File: config.mk
export PLATFORM = sky130hd
export DESIGN_NAME = fft_ctrl_flat
export DESIGN_NICKNAME = d
export VERILOG_FILES = /design/src/rtl/fft_ctrl_pkg.sv /design/src/rtl/fft_ctrl_if.sv /design/src/rtl/fft_ctrl_outseq.sv /design/src/rtl/fft_ctrl.sv /design/src/flat_wrapper.sv
export SDC_FILE = /design/constraint.sdc
export NUM_CORES = 1
export LEC_CHECK = 0
export CORE_MARGIN = 2
export CORE_UTILIZATION = 32
export DETAILED_ROUTE_END_ITERATION = 7
export SLEW_MARGIN = 20
export SYNTH_ARGS = -nofsm -noshare
export SYNTH_HDL_FRONTEND = slang
export SYNTH_SLANG_ARGS = --single-unit
File: constraint.sdc
create_clock -name clk_i -period 1.64 [get_ports clk_i]
set_input_delay 0.164 -clock clk_i [delete_from_list [all_inputs] [get_ports clk_i]]
set_output_delay 0.164 -clock clk_i [all_outputs]
set_load 0.02 [all_outputs]
File: src/rtl/fft_ctrl_pkg.sv
// Shared definitions for the FFT frame sequencer: state encoding, default
// transform parameters and the bin-index bit reversal.
package fft_ctrl_pkg;

    localparam int FFT_N_DEF     = 1024;
    localparam int FFT_NLOG2_DEF = 10;
    localparam int STAGES_DEF    = 5;
    localparam int PIPE_LAT_DEF  = 1023;

    typedef enum logic [1:0] {
        ST_IDLE  = 2'd0,
        ST_ARMED = 2'd1,
        ST_LOAD  = 2'd2,
        ST_DRAIN = 2'd3
    } fft_state_e;

    // Reverse the low w bits of v; bits at and above w come back as zero.
    function automatic logic [31:0] bitrev(input logic [31:0] v, input int w);
        logic [31:0] r;
        r = '0;
        for (int i = 0; i < 32; i++) begin
            if (i < w) r[i] = v[w-1-i];
        end
        return r;
    endfunction

endpackage

File: src/rtl/fft_ctrl_if.sv
// Handshake and chain-control bundle between the sample source / result sink
// (master) and the FFT frame sequencer (slave).
interface fft_ctrl_if
    import fft_ctrl_pkg::*;
#(
    parameter int FFT_NLOG2 = FFT_NLOG2_DEF
);
    logic                 start_i;
    logic                 in_valid_i;
    logic                 busy_o;
    logic                 ready_o;
    logic [FFT_NLOG2-1:0] cnt_o;
    logic                 zero_sel_o;
    logic                 pipe_rst_o;
    logic                 out_valid_o;
    logic [FFT_NLOG2-1:0] out_idx_o;
    logic                 out_last_o;
    logic                 err_o;

    modport master (
        output start_i, in_valid_i,
        input  busy_o, ready_o, cnt_o, zero_sel_o, pipe_rst_o,
        input  out_valid_o, out_idx_o, out_last_o, err_o
    );

    modport slave (
        input  start_i, in_valid_i,
        output busy_o, ready_o, cnt_o, zero_sel_o, pipe_rst_o,
        output out_valid_o, out_idx_o, out_last_o, err_o
    );
endinterface

File: src/rtl/fft_ctrl_outseq.sv
// Output sequencer: waits out the chain latency after sample 0, then tags N
// consecutive chain outputs with valid, bit-reversed bin index and last.
module fft_ctrl_outseq
    import fft_ctrl_pkg::*;
#(
    parameter int FFT_N     = FFT_N_DEF,
    parameter int FFT_NLOG2 = FFT_NLOG2_DEF,
    parameter int PIPE_LAT  = PIPE_LAT_DEF
) (
    input  logic                 clk_i,
    input  logic                 rst_i,
    input  logic                 load_i,
    input  logic                 clr_i,
    output logic                 out_valid_o,
    output logic [FFT_NLOG2-1:0] out_idx_o,
    output logic                 out_last_o
);
    localparam int                   DLY_W  = $clog2(PIPE_LAT + FFT_N);
    localparam logic [FFT_NLOG2-1:0] K_LAST = FFT_NLOG2'(FFT_N - 1);

    logic                 pend;
    logic [DLY_W-1:0]     dly;
    logic [FFT_NLOG2-1:0] k;
    logic [FFT_NLOG2-1:0] k_nx;

    assign k_nx = k + FFT_NLOG2'(1);

    always_ff @(posedge clk_i) begin
        if (rst_i || clr_i) begin
            pend        <= 1'b0;
            dly         <= '0;
            k           <= '0;
            out_valid_o <= 1'b0;
            out_idx_o   <= '0;
            out_last_o  <= 1'b0;
        end else begin
            if (out_valid_o) begin
                if (k == K_LAST) begin
                    out_valid_o <= 1'b0;
                    out_last_o  <= 1'b0;
                    out_idx_o   <= '0;
                    k           <= '0;
                end else begin
                    k          <= k_nx;
                    out_idx_o  <= FFT_NLOG2'(bitrev(32'(k_nx), FFT_NLOG2));
                    out_last_o <= (k_nx == K_LAST);
                end
            end
            // dly==1 here means the first bin reaches the chain output next cycle
            if (load_i) begin
                pend <= 1'b1;
                dly  <= DLY_W'(PIPE_LAT - 1);
            end else if (pend) begin
                if (dly == DLY_W'(1)) begin
                    pend        <= 1'b0;
                    out_valid_o <= 1'b1;
                    k           <= '0;
                    out_idx_o   <= '0;
                    out_last_o  <= (K_LAST == '0);
                end
                dly <= dly - DLY_W'(1);
            end
        end
    end

endmodule

File: src/rtl/fft_ctrl.sv
// Frame sequencer for the radix-2^2 SDF butterfly chain: loads one contiguous
// frame, drains the pipeline with zeros and aborts on a mid-frame input stall.
module fft_ctrl
    import fft_ctrl_pkg::*;
#(
    parameter int FFT_N     = FFT_N_DEF,
    parameter int FFT_NLOG2 = FFT_NLOG2_DEF,
    parameter int STAGES    = STAGES_DEF,
    parameter int PIPE_LAT  = PIPE_LAT_DEF
) (
    input  logic       clk_i,
    input  logic       rst_i,
    fft_ctrl_if.slave  bus
);
    localparam int                   DLY_W    = $clog2(PIPE_LAT + FFT_N);
    localparam logic [FFT_NLOG2-1:0] CNT_LAST = FFT_NLOG2'(FFT_N - 1);

    if (STAGES * 2 != FFT_NLOG2 || FFT_N != (1 << FFT_NLOG2) || PIPE_LAT < 2) begin : g_param_chk
        $error("fft_ctrl: inconsistent FFT_N / FFT_NLOG2 / STAGES / PIPE_LAT");
    end

    fft_state_e           state;
    logic [FFT_NLOG2-1:0] cnt;
    logic [DLY_W-1:0]     drain_cnt;
    logic                 accept0;
    logic                 abort;

    assign accept0   = (state == ST_ARMED) && bus.in_valid_i;
    assign abort     = (state == ST_LOAD) && !bus.in_valid_i;
    assign bus.cnt_o = cnt;

    always_ff @(posedge clk_i) begin
        if (rst_i) begin
            state          <= ST_IDLE;
            cnt            <= '0;
            drain_cnt      <= '0;
            bus.busy_o     <= 1'b0;
            bus.ready_o    <= 1'b0;
            bus.zero_sel_o <= 1'b1;
            bus.pipe_rst_o <= 1'b1;
            bus.err_o      <= 1'b0;
        end else begin
            bus.pipe_rst_o <= 1'b0;
            bus.err_o      <= 1'b0;
            case (state)
                ST_IDLE: begin
                    if (bus.start_i) begin
                        state          <= ST_ARMED;
                        bus.busy_o     <= 1'b1;
                        bus.ready_o    <= 1'b1;
                        bus.zero_sel_o <= 1'b0;
                    end
                end
                ST_ARMED: begin
                    if (bus.in_valid_i) begin
                        state <= ST_LOAD;
                        cnt   <= cnt + FFT_NLOG2'(1);
                    end
                end
                ST_LOAD: begin
                    if (!bus.in_valid_i) begin
                        state          <= ST_IDLE;
                        cnt            <= '0;
                        bus.busy_o     <= 1'b0;
                        bus.ready_o    <= 1'b0;
                        bus.zero_sel_o <= 1'b1;
                        bus.pipe_rst_o <= 1'b1;
                        bus.err_o      <= 1'b1;
                    end else if (cnt == CNT_LAST) begin
                        state          <= ST_DRAIN;
                        cnt            <= '0;
                        drain_cnt      <= DLY_W'(PIPE_LAT - 1);
                        bus.ready_o    <= 1'b0;
                        bus.zero_sel_o <= 1'b1;
                    end else begin
                        cnt <= cnt + FFT_NLOG2'(1);
                    end
                end
                ST_DRAIN: begin
                    // the chain's stage counters must keep turning while zeros flush it
                    if (drain_cnt == '0) begin
                        state      <= ST_IDLE;
                        cnt        <= '0;
                        bus.busy_o <= 1'b0;
                    end else begin
                        cnt       <= cnt + FFT_NLOG2'(1);
                        drain_cnt <= drain_cnt - DLY_W'(1);
                    end
                end
                default: state <= ST_IDLE;
            endcase
        end
    end

    fft_ctrl_outseq #(
        .FFT_N     (FFT_N),
        .FFT_NLOG2 (FFT_NLOG2),
        .PIPE_LAT  (PIPE_LAT)
    ) u_outseq (
        .clk_i       (clk_i),
        .rst_i       (rst_i),
        .load_i      (accept0),
        .clr_i       (abort),
        .out_valid_o (bus.out_valid_o),
        .out_idx_o   (bus.out_idx_o),
        .out_last_o  (bus.out_last_o)
    );

endmodule

File: src/flat_wrapper.sv
// flat-port wrapper written by rule: the top's interface ports become plain ports
module fft_ctrl_flat import fft_ctrl_pkg::*;
#(
    parameter int FFT_N     = FFT_N_DEF,
    parameter int FFT_NLOG2 = FFT_NLOG2_DEF,
    parameter int STAGES    = STAGES_DEF,
    parameter int PIPE_LAT  = PIPE_LAT_DEF
)
  (clk_i, rst_i, bus_start_i, bus_in_valid_i, bus_busy_o, bus_ready_o, bus_cnt_o, bus_zero_sel_o, bus_pipe_rst_o, bus_out_valid_o, bus_out_idx_o, bus_out_last_o, bus_err_o);
  fft_ctrl_if #(.FFT_NLOG2(FFT_NLOG2)) bus_i ();
  input  logic clk_i;
  input  logic rst_i;
  input wire logic [$bits(bus_i.start_i)-1:0] bus_start_i;
  input wire logic [$bits(bus_i.in_valid_i)-1:0] bus_in_valid_i;
  output wire logic [$bits(bus_i.busy_o)-1:0] bus_busy_o;
  output wire logic [$bits(bus_i.ready_o)-1:0] bus_ready_o;
  output wire logic [$bits(bus_i.cnt_o)-1:0] bus_cnt_o;
  output wire logic [$bits(bus_i.zero_sel_o)-1:0] bus_zero_sel_o;
  output wire logic [$bits(bus_i.pipe_rst_o)-1:0] bus_pipe_rst_o;
  output wire logic [$bits(bus_i.out_valid_o)-1:0] bus_out_valid_o;
  output wire logic [$bits(bus_i.out_idx_o)-1:0] bus_out_idx_o;
  output wire logic [$bits(bus_i.out_last_o)-1:0] bus_out_last_o;
  output wire logic [$bits(bus_i.err_o)-1:0] bus_err_o;
  assign bus_i.start_i = bus_start_i;
  assign bus_i.in_valid_i = bus_in_valid_i;
  assign bus_busy_o = bus_i.busy_o;
  assign bus_ready_o = bus_i.ready_o;
  assign bus_cnt_o = bus_i.cnt_o;
  assign bus_zero_sel_o = bus_i.zero_sel_o;
  assign bus_pipe_rst_o = bus_i.pipe_rst_o;
  assign bus_out_valid_o = bus_i.out_valid_o;
  assign bus_out_idx_o = bus_i.out_idx_o;
  assign bus_out_last_o = bus_i.out_last_o;
  assign bus_err_o = bus_i.err_o;
  fft_ctrl #(.FFT_N(FFT_N), .FFT_NLOG2(FFT_NLOG2), .STAGES(STAGES), .PIPE_LAT(PIPE_LAT)) u_core (.clk_i(clk_i), .rst_i(rst_i), .bus(bus_i));
endmodule
; ---- After elaboration in Yosys (flattened, before gate mapping)
; Index checks and enable logic that the tools add are counted.
[totals]
mem_bits_rw = 0
memories = 0
latch_bits = 0
reg_bits = 62
romBits = 0
elab_cells = 104
[classes]
eq_ne = 15
bitwise = 0
muxes = 53
order_cmp = 0
n_shift = 0
addsub = 4
mul = 0
div = 0
n_reduce_logical = 17
[ops]
columns = op, count
row1 = $mux W10, 16
row2 = $mux W11, 3
row3 = $eq A10 B10 Y1 const B, 3
row4 = $pmux W10 S3, 1
row5 = $mux W1, 23
row6 = $pmux W11 S2, 1
row7 = $sub A11 B1 Y11 const B, 2
row8 = $add A10 B1 Y10 const B, 2
row9 = $ne A2 B2 Y1 const B, 6
row10 = $reduce_and A4 Y1, 3
row11 = $eq A11 B1 Y1 const B, 1
row12 = $logic_not A11 Y1, 1
row13 = $mux W2, 5
row14 = $pmux W2 S4, 1
row15 = $reduce_bool A2 Y1, 3
row16 = $reduce_bool A3 Y1, 2
row17 = $eq A2 B2 Y1 const B, 2
row18 = $pmux W1 S2, 2
row19 = $ne A3 B3 Y1 const B, 1
row20 = $pmux W1 S3, 1
row21 = $reduce_and A3 Y1, 1
row22 = $eq A2 B1 Y1 const B, 1
row23 = $logic_and A1 B1 Y1, 2
row24 = $logic_not A2 Y1, 1
row25 = 5 further kinds, 5

; ---- Logic depth before layout (Yosys ltp)
[logic_depth]
word_depth = 7
mapped_depth = 7
ltp_nobuf = 7

; ---- Hierarchy
; A second synthesis with hierarchy kept.
[unflattened]
hier_cells = 355
hier_area_um2 = 2999.1
[by_module_without_submodules]
columns = module, cells_per_inst, n_inst, area_per_inst_um2
row1 = fft_ctrl_outseq, 193, 1, 1614.0
row2 = fft_ctrl, 162, 1, 1385.1

; ---- Least setup slack after synthesis
; No wires, ideal clock.
[synth_timing]
path_type = register to register
start = reg u_core.u_outseq.k[0]
end = reg u_core.u_outseq.k[5]
t_required_ns = 1.549
setup_time_ns = 0.091
arrival_time_ns = 1.593
stages_incl_launch_ff = 8
setup_slack_ns = -0.044
n_path_buf = 1
cell_sequence = dfxtp_1 > ha_1 > nand4_1 > nor2_1 > a21oi_1 > clkbuf_1 > a31oi_1 > a311oi_1
[synth_via]
elab_chain_cells = 6
[synth_rtl]
columns = item, line
row1 = from (decl), fft_ctrl_outseq.sv:23  ; logic [FFT_NLOG2-1:0] k;
row2 = from (signal assigned), fft_ctrl_outseq.sv:44  ; k <= k_nx;
row3 = $add A10 B1 Y10 or $eq A10 B10 Y1 (tied branches), "fft_ctrl_outseq.sv:26, fft_ctrl_outseq.sv:38"
row4 = $mux W10 (*), fft_ctrl_outseq.sv:38  ; if (k == K_LAST) begin
row5 = $mux W10 (*), fft_ctrl_outseq.sv:37  ; if (out_valid_o) begin
row6 = $mux W10, fft_ctrl_outseq.sv:54  ; if (dly == DLY_W'(1)) begin
row7 = $mux W10, fft_ctrl_outseq.sv:53  ; end else if (pend) begin
row8 = $mux W10 (*), fft_ctrl_outseq.sv:50  ; if (load_i) begin
; Mark *: on every way between the ends. The rest lies on a longest branch, timed or not.
; A chain may end at the register's enable or synchronous reset.

; ---- Final worst setup path
[layout_timing]
start = reg u_core.u_outseq.dly[0]
end = reg u_core.u_outseq.out_last_o
[layout_via]
elab_chain_cells = 4
[layout_rtl]
columns = item, line
row1 = from (decl), fft_ctrl_outseq.sv:22  ; logic [DLY_W-1:0] dly;
row2 = from (signal assigned), fft_ctrl_outseq.sv:52  ; dly <= DLY_W'(PIPE_LAT - 1);
row3 = from (signal assigned), fft_ctrl_outseq.sv:61  ; dly <= dly - DLY_W'(1);
row4 = $eq A11 B1 Y1, fft_ctrl_outseq.sv:54
row5 = $mux W1, fft_ctrl_outseq.sv:54
row6 = $mux W1, fft_ctrl_outseq.sv:53
row7 = $mux W1, fft_ctrl_outseq.sv:50
row8 = to (signal assigned), fft_ctrl_outseq.sv:46  ; out_last_o <= (k_nx == K_LAST);
row9 = to (signal assigned), fft_ctrl_outseq.sv:59  ; out_last_o <= (K_LAST == '0);
row10 = to (decl), fft_ctrl_outseq.sv:16  ; output logic out_last_o
; Every way passes these cells.

==> metrics <==
DR vias 2898; maximum clock frequency 0.570 GHz; register area share after synthesis 0.417; Clock Tree Buf Depth 2; pre-CTS setup slack -0.235 ns; setup violators final 25; I/O pin total 31; R2R Path End u_core.u_outseq.out_last_o$_SDFF_PP0_; fin worst setup slack -0.115 ns; final WL slightly below 8 mm; Mapped Cells 348; Final Cell Area ~4500 sq um; area leader, netlist dfxtp_1; most common cell after layout, fill and taps aside buf_4; hold slack 0.470 ns; share of the synthesized area in the top cell type 0.417; largest net degree at the start of global routing 20; vias in the first global route 2822; Max rail drop VDD 386 uV; layout cells sized above 1 0.336; DR vias/cell 5.04; Synth Register Bits 62; total core area 9150 sq um; slew at the pin with the worst max-slew slack 0.368 ns; H-Tree Depth 3; DR iter-0 viols 140; Final Util 0.490; CTS Buf Count 9; nets@finish 469; Max Cap Viol 0; Core Rows 35; Mapped Area 2980 sq um; Min Clock Period, post-route around 1.8 ns; R2R Path Start u_core.u_outseq.dly[0]$_SDFFE_PP0P_; violated checks setup timing; PortBufs 30; clock skew 0.00906 ns; worst-path cell chain ha_4 > or4b_4 > nor4_4 > a31o_4 > nand3b_1 > o31ai_1; Leakage Power 1.73 nW; R2R setup slack -0.12 ns; CP max-delay cell or4b_4; Congestion Overflow GR 0; dpl cell area 3950 sq um; Initial Utilization 0.325; YS warnings 0; worst min-delay path class reg -> reg; gp weighted congestion 0.775; gr usage total 0.161; RSZ-0062 raised after global routing true; Worst Hold Endpoint u_core.bus.zero_sel_o$_SDFFE_PP1P_; Area Growth Syn to Fin 50.4%; clock latency on the worst-skew pair roughly 0.35 ns; DP HPWL 5.07 mm; commonest non-fill, non-tap cells in the layout buf_4 (82), dfxtp_1 (56), nand2_1 (37); HP Start u_core.bus.zero_sel_o$_SDFFE_PP1P_; Final Max Tran Viols 0; R2R cell count 6; drt first pass iters 5; status finished with violations; startpoint types flip-flop; Syn Area/Cell 8.56 sq um; critical path data required time 1.88 ns; Final period util 1.07; Slew HR 0.752; Die Area approximately 10000 sq um; Die W 100 microns; WL per Instance between 10 and 15 microns; first-pass GRT wire length 13.1 mm; CP Capture Type flip-flop; CTS tree built; dominant cells by area after synthesis dfxtp_1 (42%), a21oi_1 (6.0%), nor2_1 (4.9%); antenna violations before repair 0; drt drc 0; worst setup path category reg -> reg; CTS sink cnt 62; Min-Delay Path Depth 2; Cell Pwr Density 780 nW/um^2; CP peak stage delay 0.46 ns; Die Y about 100 microns; Synth cell types 48; CP Data Arrival Time between 1.5 and 2 ns; CTS Root Cell clkbuf_8; endpoints failing hold 0; Net Count, Synth 358; Reg clk slew, reported paths 0.08 ns; Post-DRT Antenna Nets 0; antenna cells 0; Critical Path Fanout Max 6
## cell usage after synthesis (all sizes together)
cell type / n
a211oi: 2
a21boi: 1
a21o: 1
a21oi: 36
a22oi: 3
a311oi: 14
a31o: 2
a31oi: 5
a41o: 1
a41oi: 2
and2b: 1
and3: 2
and4: 2
buf: 6
clkbuf: 13
dfxtp: 62
ha: 6
inv: 12
mux2i: 1
nand2: 38
nand2b: 8
nand3: 9
nand3b: 2
nand4: 8
nor2: 39
nor2b: 2
nor3: 6
nor3b: 9
nor4: 5
nor4b: 2
o2111ai: 1
o21a: 1
o21ai: 6
o22ai: 1
o31ai: 4
or2: 3
or3b: 1
or4: 2
or4b: 1
xnor2: 15
xor2: 13
## how the worst max path moves through the flow
stage,startpoint,depth (start not counted),end
6_report,u_core.u_outseq.dly[0]$_SDFFE_PP0P_,6,u_core.u_outseq.out_last_o$_SDFF_PP0_
5_1_grt,u_core.drain_cnt[0]$_SDFFE_PP0P_,7,u_core.drain_cnt[8]$_SDFFE_PP0P_
4_1_cts,u_core.u_outseq.dly[1]$_SDFFE_PP0P_,7,u_core.u_outseq.out_last_o$_SDFF_PP0_
3_5_place_dp,bus_in_valid_i,6,u_core.u_outseq.out_idx_o[9]$_SDFF_PP0_
3_3_place_gp,bus_in_valid_i,6,u_core.u_outseq.out_idx_o[3]$_SDFF_PP0_
2_1_floorplan,u_core.drain_cnt[0]$_SDFFE_PP0P_,7,u_core.drain_cnt[8]$_SDFFE_PP0P_
## registers in the layout, summed over array words and instances, names as in the netlist, 2 cells and up
name / count
u_core.state: 2
u_core.bus.cnt_o: 10
u_core.u_outseq.dly: 11
u_core.drain_cnt: 11
u_core.u_outseq.out_idx_o: 10
u_core.u_outseq.k: 10
## kinds of logic (layout without fill, tap and decap cells)
family / count (synthesis) / after routing / synth area share
adders and majority gates: 6 / 6 / 0.0252
DFF: 62 / 62 / 0.417
AOI/OAI and AO/OA: 80 / 81 / 0.177
buffers and inverters: 31 / 146 / 0.0479
muxes: 1 / 1 / 0.00336
and+or+nand+nor: 140 / 140 / 0.248
xor gates and xnor gates: 28 / 28 / 0.0823
## stage by stage
stage	TNS, ns	power, W	std cells
6_report	-1.92	0.00349	575
5_1_grt	-6.13	0.00367	575
4_1_cts	-1.85	0.00349	571
3_5_place_dp	-5.08	0.00212	549
3_3_place_gp	-4.01	0.00211	549
2_1_floorplan	0	0.00190	348
## per-layer routing
metal / wire length [microns] / vias up / GRT usage
li1: - / 1461 / -
met1: 3650 / 1360 / 0.214
met2: 3720 / 68 / 0.258
met3: 343 / 9 / 0.0395
met4: 98 / 0 / 0.0527
met5: 0 / - / 0
## power by group
group | switching, W | internal [W] | leakage, nW | total, W
clock network | 0.000637 | 0.000696 | 0.0883 | 0.00133
registers | 0.0000531 | 0.00156 | 0.506 | 0.00162
logic | 0.000268 | 0.000279 | 1.13 | 0.000546
## timing repair
| item | 4_1_cts | 5_1_grt |
|---|---|---|
| setup endpoints to repair | 32 | 57 |
| cloned | 1 | 1 |
| setup buffers | 5 | 3 |
| pin swaps | 8 | 12 |
| hold buffers | 0 | 0 |
| resized for setup | 24 | 34 |
## final cells by class
| cell class | count | area, sq um |
|---|---|---|
| tap | 111 | 139 |
| sequential | 62 | 1250 |
| multi-input combinational | 256 | 1860 |
| clock buffer | 10 | 128 |
| inverter | 12 | 45.0 |
| fill | 869 | 4670 |
| timing repair buffer | 118 | 996 |
| clock inverter | 6 | 62.6 |
## critical path, delay by kind of cell (launching register included)
family	cells	cell delay (ns)
simple gates	3	0.80
flops	1	0.39
compound gates	2	0.33
fa+ha+maj	1	0.13
No activity file was read; power rests on OpenSTA's default activity.
==> RTL change: new RTL, same flow settings <==
Set the package constant `PIPE_LAT_DEF` to 2046 (it was 1023).
--- a/src/rtl/fft_ctrl_pkg.sv
+++ b/src/rtl/fft_ctrl_pkg.sv
@@ -7,3 +7,3 @@
     localparam int STAGES_DEF    = 5;
-    localparam int PIPE_LAT_DEF  = 1023;
+    localparam int PIPE_LAT_DEF  = 2046;
 
Check against the original RTL: no difference found for any inputs over 10 cycles, from zero or initial values and one cycle with rst_i high; that may be too few to reach the edited logic, so the function may still have changed.
==> RTL change against the unedited design <==
Highest routed layer unchanged. Total power up 14%. Setup slack worse by 0.098 ns. Largest cell class unchanged. Global-route usage up 0.81 points. Sequential cell count is 2 higher. Synthesized cell count rose by 6.9%. Largest power group is now the clock network. Cell area increased by 11%. Synthesized area is 6.9% higher. The flow still finishes with violations (setup timing). Routed wire length rose by 16%.
==> RTL change: results (changes against the unedited design) <==
stage	metric	value	unit	change
global_routing	Total GRT Usage	16.9	%	was 16.1%
sta	Final WS setup	-0.213	ns	was -0.115 ns
power	peak supply drop	0.000459	V	was 0.000386 V
sta	Final Skew	0.00695	ns	was 0.00906 ns
logic_synthesis	Mapped Nets	382		was 358
routing	1st-iter DRT viols	99		was 140
clock_network	clock transition at the registers of the reported paths	0.07	ns	
status	status	complete, but fails checks		unchanged
status	failing checks	setup timing		unchanged
logic_synthesis	sequential area share after synthesis	40.2	%	was 41.7%
clock_network	Num CTS Buffers	9		unchanged
logic_synthesis	post-synthesis async set-or-reset flop share	0	%	unchanged
layout	fill count	929		was 869
logic_synthesis	Yosys Warn Count	0		unchanged
layout	Largest regs	u_core.drain_cnt x12, u_core.u_outseq.dly x12		was u_core.drain_cnt x11, u_core.u_outseq.dly x11
placed_design	RD Place Congestion	0.823		was 0.775
clock_network	Root Driver	clkbuf_8		unchanged
critical_path	CP max-delay cell	or3b_4		was or4b_4
logic_synthesis	most instantiated cells after synthesis	dfxtp_1, a21oi_1, nand2_1		was dfxtp_1, nor2_1, nand2_1
clock_network	H-tree Lvls	3		unchanged
global_routing	vias in the first global route	3190		was 2822
worst_hold_path	Worst Hold Class	reg -> reg		unchanged
critical_path	slowest stage delay, CP	0.41	ns	was 0.46 ns
global_routing	initial antenna violation count	0		unchanged
sta	setup violators final	41		was 25
layout	Final nets	500		was 469
logic_synthesis	top cells by area, synth	dfxtp_1, a21oi_1, xnor2_1		was dfxtp_1, a21oi_1, nor2_1
layout	share of cells above drive strength 1	36.8	%	was 33.6%
critical_path	CP arrival	2.09	ns	was 1.99 ns
critical_path	CP max FO	8		was 6
sta	Worst Tran Pin Value	0.465	ns	was 0.368 ns
placed_design	Detail Placement HPWL	5.95	mm	was 5.07 mm
global_routing	largest net degree at the start of global routing	18		was 20
routing	vias	3260		was 2898
power	P_leak	1.92	nW	was 1.73 nW
logic_synthesis	Netlist cell types	58		was 48
sta	setup TNS	-4.74	ns	was -1.92 ns
global_routing	first-pass GRT wire length	15.1	mm	was 13.1 mm
clock_network	CTS Buffer Depth	2		unchanged
routing	WL final	9.09	mm	was 7.82 mm
clock_network	Clock Latency Late Sink	0.35	ns	about the same
-- RTL change: worst max-delay path: cells and delay by family, from the launching register on --
family / cells / cell delay (ns)
adders and majority gates: 1 / 0.12
AOI/OAI and AO/OA: 3 / 0.59
DFF: 1 / 0.36
buffers and inverters: 2 / 0.25
and+or+nand+nor: 1 / 0.41
-- RTL change: through the flow --
stage | utilization [%] | instances | instance area (µm²) | hold WS (ns) | worst slack, ns
3_5_place_dp | 44.0 | 596 | 4280 | 0.461 | -0.145
6_report | 51.4 | 628 | 5000 | 0.468 | -0.213
3_3_place_gp | 44.0 | 596 | 4280 | 0.457 | -0.129
4_1_cts | 49.0 | 621 | 4770 | 0.469 | -0.163
5_1_grt | 51.4 | 628 | 5000 | 0.487 | -0.271
2_1_floorplan | - | 372 | 3310 | 0.324 | -0.121
-- RTL change: cells by family (layout without fill, tap and decap cells) --
family                   Yosys count  after routing  synth area share, %
AO/OA/AOI/OAI                     95             95                 21.2
XOR/XNOR                          23             23                 6.32
adder cells (fa/ha/maj)            6              6                 2.36
buffers and inverters             34            157                 4.44
flip-flops                        64             64                 40.2
multiplexers                       3              3                0.943
AND/OR/NAND/NOR                  147            147                 24.5
-- RTL change: power by group --
part,total [mW],internal (mW),switching (mW)
clock,1.69,1.05,0.639
sequential,1.68,1.62,0.0587
combinational,0.607,0.294,0.314
total,3.97,2.96,1.01
-- RTL change: path summary, 6_finish.rpt --
kind / cells after the start / endpoint / slack [ns] / from
worst min-delay path: 2 / u_core.u_outseq.out_last_o / 0.47 / u_core.u_outseq.out_last_o
worst min register to register: 2 / u_core.u_outseq.out_last_o / 0.47 / u_core.u_outseq.out_last_o
worst max register to register: 7 / u_core.bus.cnt_o[9] / -0.21 / u_core.drain_cnt[0]
worst max-delay path: 7 / u_core.bus.cnt_o[9] / -0.21 / u_core.drain_cnt[0]
-- RTL change: layer usage --
metal / wire length [µm] / GRT usage [%]
met2: 4490 / 28.2
met3: 290 / 4.28
met1: 4160 / 21.1
met4: 145 / 6.47
met5: 0 / 0
-- RTL change: layout make-up --
cell class	instances	share of cell area, %
clock inverter	5	2.08
timing repair buffer	123	21.3
tap	133	3.33
inverter	18	1.40
multi-input combinational	274	43.1
sequential	64	26.0
clock buffer	11	2.83
-- RTL change: timing repair --
action,CTS,global route
endpoints found under the setup margin,43,56
buffers inserted,6,11
gates cloned,3,0
resized for setup,23,45
endpoints found under the hold margin,0,0
pin swaps,10,13
